<file path="src/rtl/lsu_pkg.sv">
// Shared types and constants for the load/store unit.
//   - lsu_state_e   : FSM state encoding (idle, bus wait, response)
//   - F3*           : RV32I funct3 width codes for loads/stores
//   - TimeoutDefault: default bus wait budget in cycles
//   - funct3_legal(): whether a funct3 code is a valid load/store width
package lsu_pkg;

  typedef enum logic [1:0] {
    StIdle,
    StBus,
    StResp
  } lsu_state_e;

  localparam logic [2:0] F3Byte  = 3'b000;
  localparam logic [2:0] F3Half  = 3'b001;
  localparam logic [2:0] F3Word  = 3'b010;
  localparam logic [2:0] F3ByteU = 3'b100;
  localparam logic [2:0] F3HalfU = 3'b101;

  localparam int unsigned TimeoutDefault = 16;

  // Stores have no unsigned variants, so only the three base widths are legal.
  function automatic logic funct3_legal(input logic we, input logic [2:0] f3);
    if (we) begin
      return f3 inside {F3Byte, F3Half, F3Word};
    end
    return f3 inside {F3Byte, F3Half, F3Word, F3ByteU, F3HalfU};
  endfunction

endpackage

</file>
<file path="src/rtl/lsu_align.sv">
// Combinational lane logic for the load/store unit.
// Ports:
//   i_funct3  - access width code (latched)
//   i_addr_lo - low two address bits (latched)
//   i_wdata   - raw store data (rs2)
//   i_rdata   - raw bus read word
//   o_be      - byte enables for the bus
//   o_wdata   - store data replicated across lanes
//   o_rdata   - load data extracted from its lane and extended
module lsu_align
  import lsu_pkg::*;
(
  input  logic [2:0]  i_funct3,
  input  logic [1:0]  i_addr_lo,
  input  logic [31:0] i_wdata,
  input  logic [31:0] i_rdata,
  output logic [3:0]  o_be,
  output logic [31:0] o_wdata,
  output logic [31:0] o_rdata
);

  logic [31:0] w_shift;
  logic [7:0]  w_byte;
  logic [15:0] w_half;

  // Halfword lane only looks at addr[1], so a misaligned halfword
  // (when not trapped) silently drops addr[0].
  assign w_shift = i_rdata >> {i_addr_lo, 3'b000};
  assign w_byte  = w_shift[7:0];
  assign w_half  = i_addr_lo[1] ? i_rdata[31:16] : i_rdata[15:0];

  always_comb begin
    o_be    = 4'b1111;
    o_wdata = i_wdata;
    unique case (i_funct3[1:0])
      2'b00: begin
        o_be    = 4'b0001 << i_addr_lo;
        o_wdata = {4{i_wdata[7:0]}};
      end
      2'b01: begin
        o_be    = i_addr_lo[1] ? 4'b1100 : 4'b0011;
        o_wdata = {2{i_wdata[15:0]}};
      end
      default: begin
        o_be    = 4'b1111;
        o_wdata = i_wdata;
      end
    endcase
  end

  always_comb begin
    o_rdata = '0;
    unique case (i_funct3)
      F3Byte:  o_rdata = {{24{w_byte[7]}}, w_byte};
      F3Half:  o_rdata = {{16{w_half[15]}}, w_half};
      F3Word:  o_rdata = i_rdata;
      F3ByteU: o_rdata = {24'h0, w_byte};
      F3HalfU: o_rdata = {16'h0, w_half};
      default: o_rdata = '0;
    endcase
  end

endmodule

</file>
<file path="src/rtl/load_store_unit.sv">
// RV32I load/store unit: accepts one core access, runs a single bus
// transaction with a timeout, then returns a one-cycle response.
// Optional feature macro: LSU_MISALIGN_CHECK_EN (trap misaligned half/word
// accesses with an error and no bus transaction).
// Ports:
//   clk, reset                 - clock, async active-low reset
//   req_*                      - core request handshake and payload
//   rsp_valid/rsp_rdata/rsp_err- completion pulse, load data, error flag
//   bus_*                      - word-aligned bus master interface
//   busy                       - FSM not idle
module load_store_unit
  import lsu_pkg::*;
#(
  parameter int unsigned TIMEOUT_CYCLES = TimeoutDefault
) (
  input  logic        clk,
  input  logic        reset,
  input  logic        req_valid,
  output logic        req_ready,
  input  logic        req_we,
  input  logic [2:0]  req_funct3,
  input  logic [31:0] req_addr,
  input  logic [31:0] req_wdata,
  output logic        rsp_valid,
  output logic [31:0] rsp_rdata,
  output logic        rsp_err,
  output logic        bus_req,
  output logic        bus_we,
  output logic [31:0] bus_addr,
  output logic [31:0] bus_wdata,
  output logic [3:0]  bus_be,
  input  logic        bus_ack,
  input  logic [31:0] bus_rdata,
  output logic        busy
);

  localparam int unsigned CntW = $clog2(TIMEOUT_CYCLES + 1);

  lsu_state_e  r_state, w_state_next;
  logic        r_we;
  logic [2:0]  r_funct3;
  logic [31:0] r_addr;
  logic [31:0] r_wdata;
  logic [CntW-1:0] r_cnt;
  logic [31:0] r_rdata;
  logic        r_err;

  logic [CntW-1:0] w_cnt_inc;
  logic        w_timeout;
  logic        w_misalign;
  logic        w_req_bad;
  logic [31:0] w_load_data;
  logic [31:0] w_wdata_rep;
  logic [3:0]  w_be;

`ifdef LSU_MISALIGN_CHECK_EN
  assign w_misalign = ((req_funct3[1:0] == 2'b01) && req_addr[0]) ||
                      ((req_funct3[1:0] == 2'b10) && (req_addr[1:0] != 2'b00));
`else
  assign w_misalign = 1'b0;
`endif

  assign w_req_bad = !funct3_legal(req_we, req_funct3) || w_misalign;
  assign w_cnt_inc = r_cnt + CntW'(1);
  // r_cnt counts unacknowledged bus cycles already spent; the cycle that
  // would make it TIMEOUT_CYCLES is the last one.
  assign w_timeout = (w_cnt_inc == CntW'(TIMEOUT_CYCLES));

  lsu_align u_align (
    .i_funct3  (r_funct3),
    .i_addr_lo (r_addr[1:0]),
    .i_wdata   (r_wdata),
    .i_rdata   (bus_rdata),
    .o_be      (w_be),
    .o_wdata   (w_wdata_rep),
    .o_rdata   (w_load_data)
  );

  always_comb begin
    w_state_next = r_state;
    unique case (r_state)
      StIdle: begin
        if (req_valid) begin
          w_state_next = w_req_bad ? StResp : StBus;
        end
      end
      StBus: begin
        if (bus_ack || w_timeout) begin
          w_state_next = StResp;
        end
      end
      StResp:  w_state_next = StIdle;
      default: w_state_next = StIdle;
    endcase
  end

  always_ff @(posedge clk or negedge reset) begin
    if (!reset) begin
      r_state  <= StIdle;
      r_we     <= 1'b0;
      r_funct3 <= '0;
      r_addr   <= '0;
      r_wdata  <= '0;
      r_cnt    <= '0;
      r_rdata  <= '0;
      r_err    <= 1'b0;
    end else begin
      r_state <= w_state_next;
      unique case (r_state)
        StIdle: begin
          if (req_valid) begin
            r_we     <= req_we;
            r_funct3 <= req_funct3;
            r_addr   <= req_addr;
            r_wdata  <= req_wdata;
            r_cnt    <= '0;
            r_rdata  <= '0;
            r_err    <= w_req_bad;
          end
        end
        StBus: begin
          if (bus_ack) begin
            r_rdata <= r_we ? 32'h0 : w_load_data;
            r_err   <= 1'b0;
          end else if (w_timeout) begin
            r_rdata <= '0;
            r_err   <= 1'b1;
          end else begin
            r_cnt <= w_cnt_inc;
          end
        end
        default: ;
      endcase
    end
  end

  assign req_ready = (r_state == StIdle);
  assign busy      = (r_state != StIdle);
  assign bus_req   = (r_state == StBus);
  assign bus_we    = r_we;
  assign bus_addr  = {r_addr[31:2], 2'b00};
  assign bus_wdata = w_wdata_rep;
  assign bus_be    = w_be;
  assign rsp_valid = (r_state == StResp);
  assign rsp_rdata = r_rdata;
  assign rsp_err   = r_err & rsp_valid;

endmodule

</file>
<file path="config.mk">
export PLATFORM = sky130hd
export DESIGN_NAME = load_store_unit
export DESIGN_NICKNAME = d
export VERILOG_FILES = /design/src/rtl/lsu_pkg.sv /design/src/rtl/lsu_align.sv /design/src/rtl/load_store_unit.sv
export SDC_FILE = /design/constraint.sdc
export NUM_CORES = 1
export LEC_CHECK = 0
export BUFFER_PORTS_ARGS = -buffer_cell sky130_fd_sc_hd__buf_2
export CORE_MARGIN = 2
export CORE_UTILIZATION = 30
export CTS_BUF_LIST = sky130_fd_sc_hd__clkbuf_4
export DETAILED_ROUTE_END_ITERATION = 10
export SYNTH_ARGS = -nofsm -noshare
export SYNTH_HDL_FRONTEND = slang
export SYNTH_HIERARCHICAL = 1
export SYNTH_SLANG_ARGS = --single-unit
</file>
<file path="constraint.sdc">
create_clock -name clk -period 2.2 [get_ports clk]
set_input_delay 0.11 -clock clk [delete_from_list [all_inputs] [get_ports clk]]
set_output_delay 0.11 -clock clk [all_outputs]
set_load 0.05 [all_outputs]
</file>
# Word level (Yosys, flattened, before mapping)

Cells that the tools add are included.
W data, S select, Z words.

Add/subtract/negate cells: 1
Eq/ne operators: 17
Shift-type cells: 2
Multiplexer cells: 25
Bitwise logic cells: 1
Reduce and logical (&&, ||, !) cells: 14

Operators with widths:

| operator              | number |
|---|---|
| $pmux W32 S5          | 1 |
| $mux W32              | 4 |
| $pmux W32 S2          | 2 |
| $shr A32 B5 Y8        | 1 |
| $mux W16              | 1 |
| $mux W5               | 3 |
| $eq A3 B3 Y1 const B  | 4 |
| $pmux W5 S2           | 1 |
| $pmux W4 S2           | 1 |
| $eq A3 B1 Y1 const B  | 2 |
| $eq A3 B2 Y1 const B  | 2 |
| $logic_not A3 Y1      | 2 |
| $mux W1               | 6 |
| $mux W2               | 3 |
| $ne A2 B2 Y1 const B  | 3 |
| $add A5 B1 Y5 const B | 1 |
| $eq A5 B5 Y1 const B  | 1 |
| $reduce_bool A5 Y1    | 1 |
| $eq A2 B1 Y1 const B  | 2 |
| $logic_not A2 Y1      | 2 |
| $mux W4               | 1 |
| $pmux W2 S2           | 1 |
| $reduce_and A2 Y1     | 2 |
| $reduce_and A4 Y1     | 1 |
| 11 further kinds      | 12 |

Flip-flop bits (word level): 108
Bits of input ports: 104
Output and inout port bits: 106

# Longest topological paths before layout

Word-level depth: 7
Depth in mapped cells: 9
Mapped depth without buffers: 6

# Hierarchy

The synthesis kept the hierarchy.

By module, submodules not included:

| module          | instances | cells each | area each (µm²) |
|---|---|---|---|
| load_store_unit | 1         | 345        | 4692.0 |
| lsu_align       | 1         | 183        | 1236.2 |

# Worst setup path before layout

OpenSTA, ideal clock, no wires.

Path kind: flip-flop to output port
Start point: register r_funct3[1]
End point: output port bus_wdata[29]
Data arrival time: 2.011 ns
Data required time: 2.090 ns
Slack: 0.079 ns
Stages on the path, launching flop included: 5
Path buffers: 3
Path through: dfrtp_1 buf_4 buf_2 clkbuf_1 o21ai_0

Longest elaborated chain between the ends: 2

RTL lines:

| item                                                    | RTL line               | source |
|---|---|---|
| start, declared                                         | load_store_unit.sv:41  | `logic [2:0] r_funct3;` |
| start signal, assigned                                  | load_store_unit.sv:113 | `r_funct3 <= req_funct3;` |
| $eq A2 B1 Y1 / $logic_not A2 Y1 (equally long branches) | lsu_align.sv:35        | `unique case (i_funct3[1:0])` |
| $pmux W32 S2 *                                          | lsu_align.sv:35        |  |
| end, declared                                           | load_store_unit.sv:30  | `output logic [31:0] bus_wdata,` |

Mark *: on every way between the ends. The rest lies on a longest branch, timed or not.

# Worst setup path after layout

Start point: register r_funct3[0]
End point: output port bus_wdata[14]

Same word-level chain as after synthesis.

==> impl_metrics.sql <==
INSERT INTO impl_metrics (metric_group, metric, value, unit) VALUES
('cells_and_area', 'regArea', '2705', 'um^2'),
('route', 'vias', '4973', ''),
('global_route', 'grt.met2_usage', '27.14', '%'),
('worst_setup_path', 'critPathTopFamily', 'buffers and inverters', ''),
('global_route', 'global_route.usage.met3', '3.411', '%'),
('floorplanning', 'core.rowCount', '51', ''),
('placed_design', 'number_of_buffers_added_on_ports', '207', ''),
('worst_setup_path', 'crit_path_end_kind', 'primary output', ''),
('clock_network', 'depth_of_the_cts_h_tree', '3', ''),
('route', 'route.detailed.vias_per_inst', '4.800', ''),
('cells_and_area', 'drive_above_1_share', '44.99', '%'),
('clock_network', 'cts.clk_slew.worst_paths', '0.19', 'ns'),
('worst_setup_path', 'reg2reg_from', 'r_cnt[0]', ''),
('synthesis', 'ys_warn_count', '6', ''),
('timing', 'fmax', '0.4844', 'GHz'),
('worst_setup_path', 'timing.critical_path.slowest_cell_delay', '0.44', 'ns'),
('timing', 'hold_viol_final', '0', ''),
('route', 'number_of_remaining_drc_errors', '0', ''),
('worst_setup_path', 'worstSetupPathType', 'reg -> out', ''),
('cells_and_area', 'fin_nets', '870', ''),
('timing', 'final.min_clock_period', '2.064', 'ns'),
('global_route', 'antenna_found_initial', '1', ''),
('worst_setup_path', 'critical_path_fanouts_max', '10', ''),
('synthesis', 'synth.cell_area', '5928', 'um^2'),
('pwr', 'vdd_ir_drop_max', '856.4', 'uV'),
('placed_design', 'dpl.hpwl', '11480', 'um'),
('worst_setup_path', 'timing.critical_path.from', 'r_funct3[0]', ''),
('worst_setup_path', 'critical_path.endpoint', 'bus_wdata[14]', ''),
('pwr', 'power.density_cell_area', '1213', 'nW/um^2'),
('clock_network', 'ctsRootBufferMaster', 'sky130_fd_sc_hd__clkbuf_4', ''),
('timing', 'worstMarginPinSlew', '0.5327', 'ns'),
('timing', 'rsz0062_at_grt', 'no', ''),
('clock_network', 'cts_inserted_buffers', '9', ''),
('floorplanning', 'dieWidth', '144.6', 'um'),
('synthesis', 'post_synth_main_area_contributors', 'sky130_fd_sc_hd__dfrtp_1 (46%), sky130_fd_sc_hd__mux2_2 (17%), sky130_fd_sc_hd__buf_4 (5.4%)', ''),
('timing', 'max_slew_margin', '64.49', '%'),
('worst_setup_path', 'critical_path_required', '2.09', 'ns'),
('clock_network', 'cts.sink_count', '108', ''),
('worst_setup_path', 'critical_path_depth', '5', ''),
('worst_setup_path', 'ff2ff_setup_slack', '0.23', 'ns'),
('floorplanning', 'ios', '210', ''),
('timing', 'fin_crit_sh', '93.83', '%'),
('cells_and_area', 'combined_area_of_the_multi_input_logic_cells', '2676', 'um^2'),
('global_route', 'most_heavily_used_metal_layer_in_global_routing', 'met2', ''),
('floorplanning', 'initial_utilization', '30.56', '%'),
('worst_setup_path', 'crit_path_cell_trace', 'buf_4 > nor2_2 > buf_6 > mux2_2 > buf_2', ''),
('synthesis', 'synthesis.area_per_instance', '11.23', 'um^2'),
('run', 'drv_cap', '0', ''),
('route', 'antenna_left', '0', ''),
('floorplanning', 'die-height', '144.6', 'um'),
('worst_setup_path', 'r2r_cells', '6', ''),
('route', 'avgRoutedWirePerCell', '16.30', 'um'),
('min_path', 'hold_path_class', 'in -> reg', ''),
('worst_setup_path', 'timing.critical_path.arrival', '1.95', 'ns'),
('route', 'detailedRoute.firstIterationViolations', '185', ''),
('pwr', 'fin_total_pwr', '0.009531', 'W'),
('synthesis', 'synth_sequential_area_ratio', '45.59', '%'),
('timing', 'final_max_slew_viol_count', '0', ''),
('global_route', 'grtUsageMet1', '20.19', '%'),
('global_route', 'globalRouteTotalUtil', '15.90', '%'),
('outcome', 'outcome', 'complete, no violations', ''),
('worst_setup_path', 'critPathSlowestCell', 'sky130_fd_sc_hd__dfrtp_2', ''),
('cells_and_area', 'layoutNonFillerInstCount', '1036', ''),
('floorplanning', 'die_footprint', '20900', 'um^2'),
('cells_and_area', 'fillerInstances', '1964', ''),
('worst_setup_path', 'startpoint_type', 'flop', ''),
('route', 'dr.pass1.iters', '4', ''),
('clock_network', 'tritoncts', 'done', ''),
('synthesis', 'number_of_library_cell_types_mapped_by_synthesis', '46', ''),
('global_route', 'grt_overflow_total', '0', ''),
('floorplanning', 'floorplan.core_area', '19400', 'um^2');
-- Yosys cell counts (all sizes together) --
master and n:
a211o 4, a211oi 1, a21o 36, a21oi 19, a221o 4, a221oi 1
a22o 36, a311o 1, a311oi 2, a31o 1, a31oi 5, a32oi 2
and2 1, and4 1, buf 67, clkbuf 12, conb 1, dfrtp 108
ha 2, inv 10, mux2 88, mux2i 16, nand2 36, nand2b 5
nand3 19, nor2 7, nor2b 4, nor3 5, nor3b 3, nor4 1
o211a 1, o21a 1, o21ai 18, o21bai 4, o221ai 2, o22a 2
or3b 1, xor2 1
-- tightest hold or removal path, cell delays in order --
cell and delay, ns:
sky130_fd_sc_hd__buf_2 0.09, sky130_fd_sc_hd__nand2_1 0.04, sky130_fd_sc_hd__o21ai_0 0.06, sky130_fd_sc_hd__a22o_1 0.14
sky130_fd_sc_hd__a21o_1 0.08
-- worst min-delay path by stage --
stage	startpoint	to	slack, ns	cells past startpoint
after floorplan	reset	bus_we	-0.19	0
after global placement	reset	r_err	0.12	1
after detailed placement	reset	r_err	0.12	1
after CTS	bus_rdata[4]	rsp_rdata[4]	0.003	5
after global routing	bus_rdata[1]	rsp_rdata[1]	0.05	4
final	bus_rdata[4]	rsp_rdata[4]	0.05	5
-- cell usage in the layout, fill, tap and decap left out, types with 2 or more instances in the layout --
cell,synthesis,layout
sky130_fd_sc_hd__nor2b_1,4,4
sky130_fd_sc_hd__dfrtp_2,0,2
sky130_fd_sc_hd__nand2_1,36,36
sky130_fd_sc_hd__nor3_1,5,5
sky130_fd_sc_hd__nor2_1,5,5
sky130_fd_sc_hd__inv_1,10,10
sky130_fd_sc_hd__buf_2,17,206
sky130_fd_sc_hd__a221o_1,4,4
sky130_fd_sc_hd__nor2_2,2,2
sky130_fd_sc_hd__clkinvlp_4,0,2
sky130_fd_sc_hd__mux2_2,88,88
sky130_fd_sc_hd__conb_1,1,2
sky130_fd_sc_hd__a22o_1,36,36
sky130_fd_sc_hd__dlygate4sd3_1,0,74
sky130_fd_sc_hd__o21ai_1,3,3
sky130_fd_sc_hd__nand3_1,19,19
sky130_fd_sc_hd__dfrtp_1,108,106
sky130_fd_sc_hd__o21bai_1,4,3
sky130_fd_sc_hd__buf_4,43,20
sky130_fd_sc_hd__o21ai_0,15,15
sky130_fd_sc_hd__a21o_1,36,36
sky130_fd_sc_hd__a32oi_1,2,2
sky130_fd_sc_hd__clkbuf_4,0,9
sky130_fd_sc_hd__a21oi_1,19,19
sky130_fd_sc_hd__inv_8,0,2
sky130_fd_sc_hd__nand2b_1,5,5
sky130_fd_sc_hd__o221ai_1,2,2
sky130_fd_sc_hd__buf_12,0,2
sky130_fd_sc_hd__ha_1,2,2
sky130_fd_sc_hd__a31oi_1,5,5
sky130_fd_sc_hd__a211o_1,4,4
sky130_fd_sc_hd__diode_2,0,2
sky130_fd_sc_hd__o22a_1,2,2
sky130_fd_sc_hd__mux2i_1,15,15
-- flip-flops by register name (all words and copies together), names as in the netlist --
| signal | count |
|---|---|
| bus_we | 1 |
| r_addr | 32 |
| r_cnt | 5 |
| r_err | 1 |
| r_funct3 | 3 |
| r_state | 2 |
| r_wdata | 32 |
| rsp_rdata | 32 |
-- area by class of cell --
class | count | area share, %
flip-flops and latches | 108 | 34.44
multi-input cells | 332 | 34.07
repair buffers | 303 | 25.12
well taps | 265 | 4.221
clock buffers | 9 | 0.8601
clock inverters | 7 | 0.7486
inverters | 10 | 0.4779
diodes | 2 | 0.06371
-- where the power goes --
part | internal [W] | switching, W
Clock | 0.000251 | 0.000744
Combinational | 0.00180 | 0.00382
Sequential | 0.00252 | 0.000402
-- metal layers --
layer  vias up  wire length (um)  share of wire, %
met5         -                 0                 0
met4         0               229               1.4
met3        18              1019               6.0
met2       178              8245                49
met1      2431              7391                44
li1       2346                 -                 -
-- logic make-up after synthesis --
group / synth area share (%)
and+or+nand+nor: 6.965
AOI/OAI and AO/OA: 17.71
muxes: 19.48
buffers and inverters: 9.624
DFF: 45.59
other: 0.06326
xor gates and xnor gates: 0.1478
adders and majority gates: 0.4221
-- per-stage QoR --
stage	setup slack, ns	cell area (um^2)	utilization (%)	hold slack (ns)
after floorplan	0.07889	5932	-	-0.1856
after global placement	0.3473	6963	35.89	0.1219
after detailed placement	0.2962	6963	35.89	0.1201
after CTS	0.03600	7846	40.45	0.002854
after global routing	0.01158	7853	40.48	0.05122
final	0.1357	7855	40.49	0.05135
-- repair_timing --
action / CTS / global route
endpoints found under the setup margin: 15 / 6
hold endpoints to repair: 110 / 0
setup buffers: 2 / 0
gates resized for setup: 1 / 1
pin swaps: 0 / 0
hold buffers: 74 / 0
Power figures use the tool's default switching activity.
